[src/rtl/pass_pkg.sv]
// Shared definitions for the password store, used by both the writer and the login reader
// so that both agree on the slot layout: four nibbles, most-significant digit at the slot base.
package pass_pkg;
  localparam int PASS_DIGITS = 4;
  localparam int NIBBLE_W    = 4;
  localparam int PASS_W      = PASS_DIGITS * NIBBLE_W;
  localparam int CNT_W       = $clog2(PASS_DIGITS);

  typedef enum logic [2:0] {
    ST_IDLE,
    ST_ENTRY1,
    ST_ENTRY2,
    ST_COMPARE,
    ST_WRITE,
    ST_DONE
  } state_t;

  // Slot word k holds digit k; digit 0 is the first one typed, in the top nibble.
  function automatic logic [NIBBLE_W-1:0] pass_nibble(input logic [PASS_W-1:0] pass,
                                                      input logic [CNT_W-1:0]  k);
    return pass[(PASS_DIGITS - 1 - int'(k)) * NIBBLE_W +: NIBBLE_W];
  endfunction
endpackage

[src/rtl/pass_digit_shift.sv]
// Collects one password entry: shifts digits in at the bottom and flags the last one
// combinationally so the controller can change state on the same edge it is captured.
module pass_digit_shift
  import pass_pkg::*;
(
  input  logic                clk,
  input  logic                rst,
  input  logic                clr,
  input  logic                shift,
  input  logic [NIBBLE_W-1:0] digit,
  output logic [PASS_W-1:0]   value,
  output logic                full
);
  logic [CNT_W-1:0] cnt;

  // The counter wraps to zero on the last digit, ready for the next entry.
  assign full = shift && (cnt == CNT_W'(PASS_DIGITS - 1));

  // NOTE: sequential state uses non-blocking assignments so every register samples
  // pre-edge values, independent of statement order.
  always_ff @(posedge clk or posedge rst) begin
    if (rst) begin
      value <= '0;
      cnt   <= '0;
    end else if (clr) begin
      value <= '0;
      cnt   <= '0;
    end else if (shift) begin
      value <= {value[PASS_W-NIBBLE_W-1:0], digit};
      cnt   <= cnt + CNT_W'(1);
    end
  end
endmodule

[src/rtl/pass_writer.sv]
// Password-change engine: takes the new password twice, and on agreement writes it
// into the user's aligned 4-word RAM slot, most-significant digit first.
module pass_writer
  import pass_pkg::*;
#(
  parameter int ADDR_W    = 5,
  parameter int MAX_TRIES = 3
) (
  input  logic                clk,
  input  logic                rst,
  input  logic                Start,
  input  logic                Cancel,
  input  logic                Game_Enter,
  input  logic [NIBBLE_W-1:0] User_digit,
  input  logic [ADDR_W-1:0]   Internal_ID,
  output logic                wr_en,
  output logic [ADDR_W-1:0]   wr_addr,
  output logic [NIBBLE_W-1:0] wr_data,
  output logic                Busy,
  output logic                Done,
  output logic                Mismatch,
  output logic                Abort
);
  localparam int TRY_W = $clog2(MAX_TRIES + 1);

  state_t              state;
  logic [ADDR_W-3:0]   base_hi;
  logic [CNT_W-1:0]    k;
  logic [TRY_W-1:0]    tries;
  logic [PASS_W-1:0]   entry1, entry2;
  logic                full1, full2, clr, same, in_entry;

  assign in_entry = (state == ST_ENTRY1) || (state == ST_ENTRY2) || (state == ST_COMPARE);
  assign same     = (entry1 == entry2);
  // Entries are wiped whenever they can no longer be written, so no secret lingers.
  assign clr = ((state == ST_IDLE) && Start) || (state == ST_DONE) ||
               (in_entry && Cancel) || ((state == ST_COMPARE) && !same);

  pass_digit_shift u_entry1 (
    .clk   (clk),
    .rst   (rst),
    .clr   (clr),
    .shift ((state == ST_ENTRY1) && Game_Enter && !Cancel),
    .digit (User_digit),
    .value (entry1),
    .full  (full1)
  );

  pass_digit_shift u_entry2 (
    .clk   (clk),
    .rst   (rst),
    .clr   (clr),
    .shift ((state == ST_ENTRY2) && Game_Enter && !Cancel),
    .digit (User_digit),
    .value (entry2),
    .full  (full2)
  );

  always_ff @(posedge clk or posedge rst) begin
    if (rst) begin
      state    <= ST_IDLE;
      base_hi  <= '0;
      k        <= '0;
      tries    <= '0;
      wr_en    <= 1'b0;
      wr_addr  <= '0;
      wr_data  <= '0;
      Busy     <= 1'b0;
      Done     <= 1'b0;
      Mismatch <= 1'b0;
      Abort    <= 1'b0;
    end else begin
      // NOTE: pulse outputs default low each cycle; any branch below may raise one.
      Done     <= 1'b0;
      Mismatch <= 1'b0;
      Abort    <= 1'b0;
      case (state)
        ST_IDLE: if (Start) begin
          base_hi <= Internal_ID[ADDR_W-1:2];
          tries   <= '0;
          Busy    <= 1'b1;
          state   <= ST_ENTRY1;
        end
        ST_ENTRY1, ST_ENTRY2, ST_COMPARE: begin
          if (Cancel) begin
            Abort <= 1'b1;
            Busy  <= 1'b0;
            state <= ST_IDLE;
          end else if (state == ST_ENTRY1) begin
            if (full1) state <= ST_ENTRY2;
          end else if (state == ST_ENTRY2) begin
            if (full2) state <= ST_COMPARE;
          end else if (same) begin
            k       <= '0;
            wr_en   <= 1'b1;
            wr_addr <= {base_hi, 2'd0};
            wr_data <= pass_nibble(entry1, '0);
            state   <= ST_WRITE;
          end else begin
            tries <= tries + TRY_W'(1);
            if (tries == TRY_W'(MAX_TRIES - 1)) begin
              Abort <= 1'b1;
              Busy  <= 1'b0;
              state <= ST_IDLE;
            end else begin
              Mismatch <= 1'b1;
              state    <= ST_ENTRY1;
            end
          end
        end
        ST_WRITE: begin
          if (k == CNT_W'(PASS_DIGITS - 1)) begin
            wr_en   <= 1'b0;
            wr_addr <= '0;
            wr_data <= '0;
            Done    <= 1'b1;
            state   <= ST_DONE;
          end else begin
            k       <= k + CNT_W'(1);
            wr_addr <= {base_hi, k + 2'd1};
            wr_data <= pass_nibble(entry1, k + CNT_W'(1));
          end
        end
        ST_DONE: begin
          Busy  <= 1'b0;
          state <= ST_IDLE;
        end
        default: begin
          Busy  <= 1'b0;
          state <= ST_IDLE;
        end
      endcase
    end
  end
endmodule

[config.mk]
export PLATFORM = sky130hd
export DESIGN_NAME = pass_writer
export DESIGN_NICKNAME = d
export VERILOG_FILES = /design/src/rtl/pass_pkg.sv /design/src/rtl/pass_digit_shift.sv /design/src/rtl/pass_writer.sv
export SDC_FILE = /design/constraint.sdc
export NUM_CORES = 1
export LEC_CHECK = 0
export CAP_MARGIN = 20
export CORE_MARGIN = 2
export CORE_UTILIZATION = 55
export DETAILED_ROUTE_END_ITERATION = 10
export PLACE_DENSITY = 0.75
export SETUP_SLACK_MARGIN = 0.15
export SYNTH_ARGS = -nofsm -noshare
export SYNTH_HDL_FRONTEND = slang
export SYNTH_SLANG_ARGS = --single-unit
[constraint.sdc]
create_clock -name clk -period 3.3 [get_ports clk]
set_clock_uncertainty 0.2 [all_clocks]
set_input_delay 0.99 -clock clk [delete_from_list [all_inputs] [get_ports clk]]
set_output_delay 0.99 -clock clk [all_outputs]
set_load 0.01 [all_outputs]
# Yosys cells after proc, flatten, opt, wreduce, memory -nomap -nowiden
# Index checks and enable logic that the tools add are counted.
# Widths: inputs -> output; s select.
totals:
  regBits: 60
  inputBits: 14
  out_inout_bits: 14
  elab_cells: 144
classes:
  add_sub_neg: 5
  n_eq_ne: 24
  shift: 1
  muxes: 69
  bitwise_logic: 1
  reduce_logical: 29
ops:
  columns: ["operator", "count"]
  rows:
  - ["$mux 16", 4]
  - ["$mux 2", 14]
  - ["$mux 1", 26]
  - ["$mux 5", 5]
  - ["$mux 3", 8]
  - ["$reduce_and 6->1", 4]
  - ["$mux 4", 5]
  - ["$eq 16x16->1", 1]
  - ["$ne 2x2->1 const B", 8]
  - ["$shiftx 16x5->4", 1]
  - ["$ne 3x3->1 const B", 4]
  - ["$pmux 5 s2", 1]
  - ["$logic_and 1x1->1", 9]
  - ["$pmux 3 s3", 1]
  - ["$add 2x1->2 const B", 4]
  - ["$eq 2x2->1 const B", 4]
  - ["$pmux 2 s2", 2]
  - ["$pmux 4 s2", 1]
  - ["$reduce_bool 2->1", 4]
  - ["$eq 3x2->1 const B", 2]
  - ["$eq 3x3->1 const B", 2]
  - ["$logic_or 1x1->1", 5]
  - ["$ne 5x5->1 const B", 1]
  - ["$reduce_and 5->1", 1]
  - ["other kinds (11)", 12]

# Depth between registers and ports, before layout
# Gate-level depths: netlist of the first run.
logic_depth:
  word_depth: 9
  ltp_mapped: 7
  depth_no_buf: 5

# By module
# Synthesis of the first run repeated with hierarchy kept, for this count alone.
unflattened:
  hier_cells: 277
  hier_area_um2: 2992.9
by_module_without_submodules:
  columns: ["mod", "instances", "cells_per_inst", "area_each_um2"]
  rows:
  - ["pass_digit_shift", 2, 61, 763.2]
  - ["pass_writer", 1, 155, 1466.4]

# Least setup slack after synthesis of the first run
# No wires, ideal clock.
synth_path:
  path_kind: "input -> register"
  from: "input Cancel"
  to: "register u_entry2.value[0]"
  setup_time_ps: 119
  arrival_time_ps: 2187
  path_slack_ps: 794
  stages: 7
  cell_sequence: "buf_2 nor2_1 nand3_1 buf_4 buf_1 mux2i_1 nor2_1"
synth_between:
  elab_chain_len: 4
  word_cells_on_any_way: 7
synth_lines:
  columns: ["element", "line_no", "text"]
  rows:
  - ["start: declaration", "pass_writer.sv:12", "input logic Cancel,"]
  - ["$logic_and 1x1->1", "pass_writer.sv:37", "(in_entry && Cancel) || ((state == ST_COMPARE) && !same);"]
  - ["$logic_or 1x1->1", "pass_writer.sv:36", "assign clr = ((state == ST_IDLE) && Start) || (state == ST_DONE) ||"]
  - ["$logic_or 1x1->1", "pass_writer.sv:37", null]
  - ["$mux 16 or $reduce_bool 2->1 (tied branches)", null, null]
  - ["end signal: assignment", "pass_digit_shift.sv:29", "value <= {value[PASS_W-NIBBLE_W-1:0], digit};"]
  - ["end: declaration", "pass_digit_shift.sv:11", "output logic [PASS_W-1:0] value,"]
# Parallel ways exist; a longest one is shown, timed or not.
# A chain may end at the register's enable or synchronous reset.

# Worst setup path after layout of the first run
layout_path:
  from: "input Start"
  to: "register u_entry1.value[5]"
layout_between:
  elab_chain_len: 5
  word_cells_on_any_way: 6
layout_lines:
  columns: ["element", "line_no", "text"]
  rows:
  - ["start: declaration", "pass_writer.sv:11", "input logic Start,"]
  - ["$logic_and 1x1->1 (*)", "pass_writer.sv:36", null]
  - ["$logic_or 1x1->1 (*) (2 in a row)", "pass_writer.sv:36", null]
  - ["$logic_or 1x1->1 (*)", "pass_writer.sv:37", null]
  - ["$mux 16 or $reduce_bool 2->1 (tied branches)", null, null]
  - ["end signal: assignment", "pass_digit_shift.sv:29", null]
  - ["end: declaration", "pass_digit_shift.sv:11", null]
# Mark *: on every way between the ends. The rest lies on a longest branch, timed or not.

==> results of run 1 <==
==> cell usage after synthesis (3+ instances only) <==
cell type	number
a22o_1	4
buf_2	5
xnor2_1	16
inv_1	11
mux2_2	5
a21oi_1	7
o2bb2ai_1	4
o21ai_0	6
dfrtp_1	60
nand2_1	9
nand2b_1	3
buf_6	3
mux2i_1	36
nand4_1	4
ha_1	4
mux4_2	4
nor2_1	42
==> cell type report <==
type                       count  share of cell area (%)
clock inverter                 4                   1.376
inverter                      11                   1.195
clock buffer                  12                   4.490
timing repair buffer          30                   9.051
sequential                    60                   43.45
multi-input combinational    172                   37.91
tap                           70                   2.534
==> power groups by stage <==
stage / Clock, mW / Sequential, mW / Combinational [mW]
6_report: 0.666 / 0.778 / 0.198
5_1_grt: 0.715 / 0.781 / 0.220
4_1_cts: 0.678 / 0.778 / 0.200
3_5_place_dp: 0 / 0.792 / 0.200
3_3_place_gp: 0 / 0.791 / 0.197
2_1_floorplan: 0 / 0.783 / 0.150
==> routing by layer <==
metal	track usage, %	vias to the layer above
li1	-	951
met1	27.41	946
met2	31.40	37
met3	6.824	11
met5	0	-
met4	8.036	0
==> logic make-up (layout without fill, tap and decap cells) <==
group,count (synthesis),in the layout
buf+inv,24,57
flops,60,60
fa+ha+maj,4,4
compound gates,33,33
simple gates,72,72
mux,45,45
xor+xnor,18,18
==> worst max-delay path by stage <==
stage | start | to | slack [ps] | depth (start not counted)
floorplan | rst | Abort$_DFF_PP0_ | 630 | 1
global placement | Start | u_entry2.value[1]$_DFFE_PP0P_ | 290 | 7
detailed placement | Start | u_entry1.value[4]$_DFFE_PP0P_ | 260 | 7
CTS | Start | u_entry1.value[4]$_DFFE_PP0P_ | 620 | 7
global route | Start | u_entry2.value[1]$_DFFE_PP0P_ | 530 | 7
finish | Start | u_entry1.value[5]$_DFFE_PP0P_ | 610 | 7
==> flip-flops by register name, indices dropped and copies added (netlist names) <==
signal	cells
u_entry1.value	16
u_entry2.value	16
wr_addr	5
wr_data	4
base_hi	3
state	3
k	2
tries	2
u_entry1.cnt	2
u_entry2.cnt	2
Abort	1
Busy	1
Done	1
Mismatch	1
wr_en	1
==> worst register-to-register path: stages (launching register included) <==
cell and delay, ps:
dfrtp_1 420, xnor2_1 180, nand4_1 190, nor4_4 720, a21oi_1 280, mux2_2 330
==> flow_metrics.env, run 1 <==
export IMPL_yosys_area_share_simple_pct=11.62
export IMPL_p_total_mw=1.641
export IMPL_rows=26
export IMPL_p_per_area_mw_per_mm2=475.0
export IMPL_die_w_microns=76.98
export IMPL_drt_iter0_markers=95
export IMPL_antenna_found_initial=0
export IMPL_ctsHoldBuffers=0
export IMPL_hold_class="flop to flop"
export IMPL_cts_sinks=60
export IMPL_initial_utilization_pct=57.35
export IMPL_drc=0
export IMPL_synth_xor_area_share_pct=5.382
export IMPL_switchingPower_uw=414.0
export IMPL_portBuffers=25
export IMPL_r2r_end="k[0]$_DFFE_PP0P_"
export IMPL_worstSetupPathType="input pin to flop"
export IMPL_path_cells="clkdlybuf4s50_1 > or3b_2 > a21oi_1 > a31oi_1 > o31ai_4 > buf_12 > nor2_1"
export IMPL_rsz0062_at_grt="false"
export IMPL_yosysTopAreaCellShare_pct=51.26
export IMPL_core_area_sq_mm=0.005107
export IMPL_hold_start="tries[0]$_DFFE_PP0P_"
export IMPL_finalWirelength_mm=5.379
export IMPL_htreeDepth=3
export IMPL_worst_setup_path_end_kind="flop"
export IMPL_ant_nets=0
export IMPL_vias=1945
export IMPL_hold_violations=0
export IMPL_fin_util_pct=67.66
export IMPL_drive_gt1_share_pct=12.80
export IMPL_critPathSlowestCell="clkdlybuf4s50_1"
export IMPL_yosys_most_used_dff="dfrtp_1"
export IMPL_power_leakage_nw=1.762
export IMPL_yosys_warnings=0
export IMPL_diodes=0
export IMPL_syn_nets=274
export IMPL_irDropWorstVdd_uv=297.3
export IMPL_via_per_inst=5.418
export IMPL_regToRegStartpoint="u_entry1.value[1]$_DFFE_PP0P_"
export IMPL_synth_area_top_cells="dfrtp_1 51%, mux2i_1 12%, nor2_1 5.4%"
export IMPL_fmax_mhz=372.3
export IMPL_grt_ovfl_total=0
export IMPL_worst_slack_ps=614.1
export IMPL_crit_family="buffers and inverters"
export IMPL_intPower_mw=1.227
export IMPL_post_cts_setup_buffers=0
export IMPL_synth_area_per_cell_sq_um=11.44
export IMPL_wl_per_cell_microns=14.98
export IMPL_grt_pass1_wl_mm=9.418
export IMPL_holdPathStages=1
export IMPL_dr_pass1_iters=4
export IMPL_cts_made_buffers=9
export IMPL_synth_edf_count=0
export IMPL_worst_hold_slack_ps=278.2
export IMPL_synth_compound_area_share_pct=8.415
export IMPL_final_cell_mix="60 x dfrtp_1, 42 x nor2_1, 36 x mux2i_1"
export IMPL_final_cells=359
export IMPL_multi_input_area_sq_mm=0.001310
export IMPL_register_area_sq_mm=0.001501
export IMPL_placed_cells=343
export IMPL_grt_max_degree=39
export IMPL_arrival_ps=2710
export IMPL_pwr_share_comb_pct=12.1
export IMPL_setup_tns_final_ps=0
export IMPL_crit_buf_inv=2
export IMPL_grtUsageTotal_pct=20.58
export IMPL_finalMaxSlewViolations=0
export IMPL_outcome="finished clean"
export IMPL_ios=28
export IMPL_dp_hpwl_mm=3.605
export IMPL_min_to="tries[0]$_DFFE_PP0P_"
export IMPL_slew_limit_headroom_pct=51.55
export IMPL_yosys_area_top_type="dfrtp_1"
export IMPL_fillCellCount=405
export IMPL_ys_async_sr_fraction_pct=100.0
export IMPL_clkTransAtPathRegs_ps=60
export IMPL_power_share_clock_pct=40.5
export IMPL_cts_resized=0
export IMPL_cts_root_buf="clkbuf_8"
export IMPL_yosysUniqueCellTypes=41
export IMPL_synthAdderAreaFrac_pct=1.709
export IMPL_cp_required_ps=3320
export IMPL_top_layer="met4"
export IMPL_place_congestion=0.7634
export IMPL_ff2ff_setup_slack_ps=880
export IMPL_clkLatencyLatePin_ps=340
export IMPL_area_growth_syn_to_layout_pct=17.98
export IMPL_final_common_cell="dfrtp_1"
export IMPL_min_period_ps=2686
export IMPL_nets=302
export IMPL_routed_wl_met3_microns=214
export IMPL_grt_pass1_vias=1991
export IMPL_placed_area_sq_mm=0.003253
export IMPL_ff2ff_path_depth=5
export IMPL_setup_viol=0
export IMPL_maxCapViolCount=0
export IMPL_layout_worst_path_cycle_share_pct=81.39
export IMPL_ys_ff_latch=60
export IMPL_place_ws_ps=263.3
export IMPL_die_area_sq_mm=0.005925
export IMPL_crit_path_start_kind="input pin"
export IMPL_cts_tree="done"
export IMPL_ys_seq_area_share_pct=51.26
export IMPL_wl_met2_mm=2.515
export IMPL_cp_max_fo=24
export IMPL_sequentialPowerShare_pct=47.4
export IMPL_final_area_sq_mm=0.003456
export IMPL_worst_slew_pin_slew_ps=721.4
export IMPL_syn_area_sq_mm=0.002929
export IMPL_wl_met1_mm=2.555
export IMPL_die_height_microns=76.98
export IMPL_clock_path_buffers=2
export IMPL_synthCells=256
export IMPL_synth_top_family_by_area="multiplexers"
export IMPL_synthMuxAreaShare_pct=17.30
export IMPL_switching_share_pct=25.22
export IMPL_critPathMaxStageDelay_ps=520
No activity file was read; power rests on OpenSTA's default activity.
==> inputs of run 2 (changes only) <==
==> constraint.sdc (replaced) <==
create_clock -name clk -period 2.6 [get_ports clk]
set_clock_uncertainty 0.2 [all_clocks]
set_input_delay 0.78 -clock clk [delete_from_list [all_inputs] [get_ports clk]]
set_output_delay 0.78 -clock clk [all_outputs]
set_load 0.01 [all_outputs]
==> run 2 against run 1 <==
Via count is 2.5% higher. Cell count increased by 2.2%. Design area up 2.1%. Wire length decreased by 2.3%. Core utilization rose by 1.4 points. Sequential power rose by 27%. Sequential share of layout area shrank 0.91 points. Critical path depth unchanged. Global-route usage about the same. Die area is the same. Non-clock buffer count up 8. Critical path type unchanged. Critical endpoint is now u_entry1.cnt[1]$_DFFE_PP0P_. Largest cell class unchanged. Largest power group unchanged. Highest routed layer unchanged.
==> flow_metrics.env, run 2 (synthesized netlist as in run 1, its figures left out) <==
export IMPL_outcome="finished clean"
export IMPL_dp_hpwl_mm=3.704
export IMPL_use_met1_pct=27.84
export IMPL_drt_iter0_markers=86
export IMPL_die_area_sq_mm=0.005925
export IMPL_hold_class="flop to flop"
export IMPL_cp_max_fo=13
export IMPL_grt_max_degree=61
export IMPL_antenna_found_initial=0
export IMPL_power_leakage_nw=1.801
export IMPL_final_cell_mix="60 x dfrtp_1, 42 x nor2_1, 36 x mux2i_1"
export IMPL_cts_sinks=60
export IMPL_rows=26
export IMPL_grt_busiest_layer="met2"
export IMPL_arrival_ps=2370
export IMPL_fmax_mhz=424.6
export IMPL_worstSetupPathType="input pin to flop"
export IMPL_setup_viol=0
export IMPL_vias=1994
export IMPL_clkLatencyLatePin_ps=330
export IMPL_drc=0
export IMPL_final_common_cell="dfrtp_1"
export IMPL_ctsHoldBuffers=0
export IMPL_drive_gt1_share_pct=14.14
export IMPL_cts_resized=0
export IMPL_worst_slew_pin_slew_ps=573.0
export IMPL_irDropWorstVdd_uv=365.0
export IMPL_top_regs="u_entry1.value: 16 flops, u_entry2.value: 16 flops, wr_addr: 5 flops"
export IMPL_die_height_microns=76.98
export IMPL_cp_required_ps=2620
export IMPL_dr_pass1_iters=4
export IMPL_core_area_sq_mm=0.005107
export IMPL_htreeDepth=3
export IMPL_grt_pass1_wl_mm=9.563
export IMPL_ios=28
export IMPL_via_per_inst=5.433
export IMPL_grt_ovfl_total=0
export IMPL_clkTransAtPathRegs_ps=60
export IMPL_nets=310
export IMPL_worst_setup_path_end_kind="flop"
export IMPL_diodes=0
export IMPL_p_per_area_mw_per_mm2=563.2
export IMPL_place_congestion=0.7935
export IMPL_clock_path_buffers=2
export IMPL_area_growth_syn_to_layout_pct=20.50
export IMPL_hold_violations=0
export IMPL_grt_pass1_vias=2024
export IMPL_worst_hold_slack_ps=291.1
export IMPL_slew_limit_headroom_pct=61.80
export IMPL_finalMaxSlewViolations=0
export IMPL_globalRouteMet3Util_pct=4.588
export IMPL_ant_nets=0
export IMPL_post_cts_setup_buffers=0
export IMPL_portBuffers=25
export IMPL_cts_root_buf="clkbuf_8"
export IMPL_grtUsageTotal_pct=20.60
export IMPL_wl_per_cell_microns=14.32
export IMPL_crit_path_start_kind="input pin"
export IMPL_maxCapViolCount=0
export IMPL_layout_worst_path_cycle_share_pct=90.58
export IMPL_die_w_microns=76.98
export IMPL_grt_util_met2_pct=31.49
export IMPL_initial_utilization_pct=57.35
export IMPL_setup_tns_final_ps=0
export IMPL_rsz0062_at_grt="false"
export IMPL_finalWirelength_mm=5.255
export IMPL_min_period_ps=2355
export IMPL_cts_tree="done"
export IMPL_cts_made_buffers=9
==> run 2: routing by layer <==
metal  up-vias  part of all wire [%]
li1        961                     -
met1       975                    46
met2        44                    48
met3        14                   3.8
met4         0                   2.5
met5         -                     0
==> run 2: final timing paths <==
check	startpoint	to	slack (ps)	cells after the start
setup / recovery	Start	u_entry1.cnt[1]$_DFFE_PP0P_	250	7
setup reg to reg	u_entry1.value[15]$_DFFE_PP0P_	u_entry1.cnt[1]$_DFFE_PP0P_	360	7
max in group asynchronous	rst	u_entry2.value[0]$_DFFE_PP0P_	1280	3
hold reg to reg	wr_addr[2]$_DFFE_PP0P_	wr_addr[2]$_DFFE_PP0P_	290	1
min in group asynchronous	rst	Mismatch$_DFF_PP0_	670	3
hold / removal	wr_addr[2]$_DFFE_PP0P_	wr_addr[2]$_DFFE_PP0P_	290	1
==> run 2: power breakdown <==
group	leakage (nW)	switching, mW	internal, mW
registers	0.816	0.0262	0.962
clock network	0.0844	0.333	0.370
logic	0.901	0.157	0.139
total	1.80	0.517	1.47
==> run 2: per-stage QoR <==
stage	utilization, %	worst slack [ps]	power [mW]	instances	area, sq um
2_1_floorplan	-	304.0	1.184	256	2933
3_3_place_gp	65.92	-62.56	1.296	351	3367
3_5_place_dp	65.92	-85.77	1.305	351	3367
4_1_cts	69.11	251.3	2.007	367	3530
5_1_grt	69.11	190.3	2.081	367	3530
6_report	69.11	245.0	1.988	367	3530
==> run 2: critical path, cell delays in order <==
cell and delay [ps]:
clkdlybuf4s50_1 500, or3b_2 440, a21oi_1 150, a31oi_1 80, o31ai_4 160, buf_12 200, nor2_1 50
==> run 2: cell type report <==
cell class / instances / area [sq um]
Multi-Input combinational cell: 172 / 1310
Inverter: 11 / 45.04
Clock inverter: 2 / 10.01
Sequential cell: 60 / 1501
Fill cell: 396 / 1578
Clock buffer: 14 / 152.6
Timing Repair Buffer: 38 / 422.9
Tap cell: 70 / 87.58
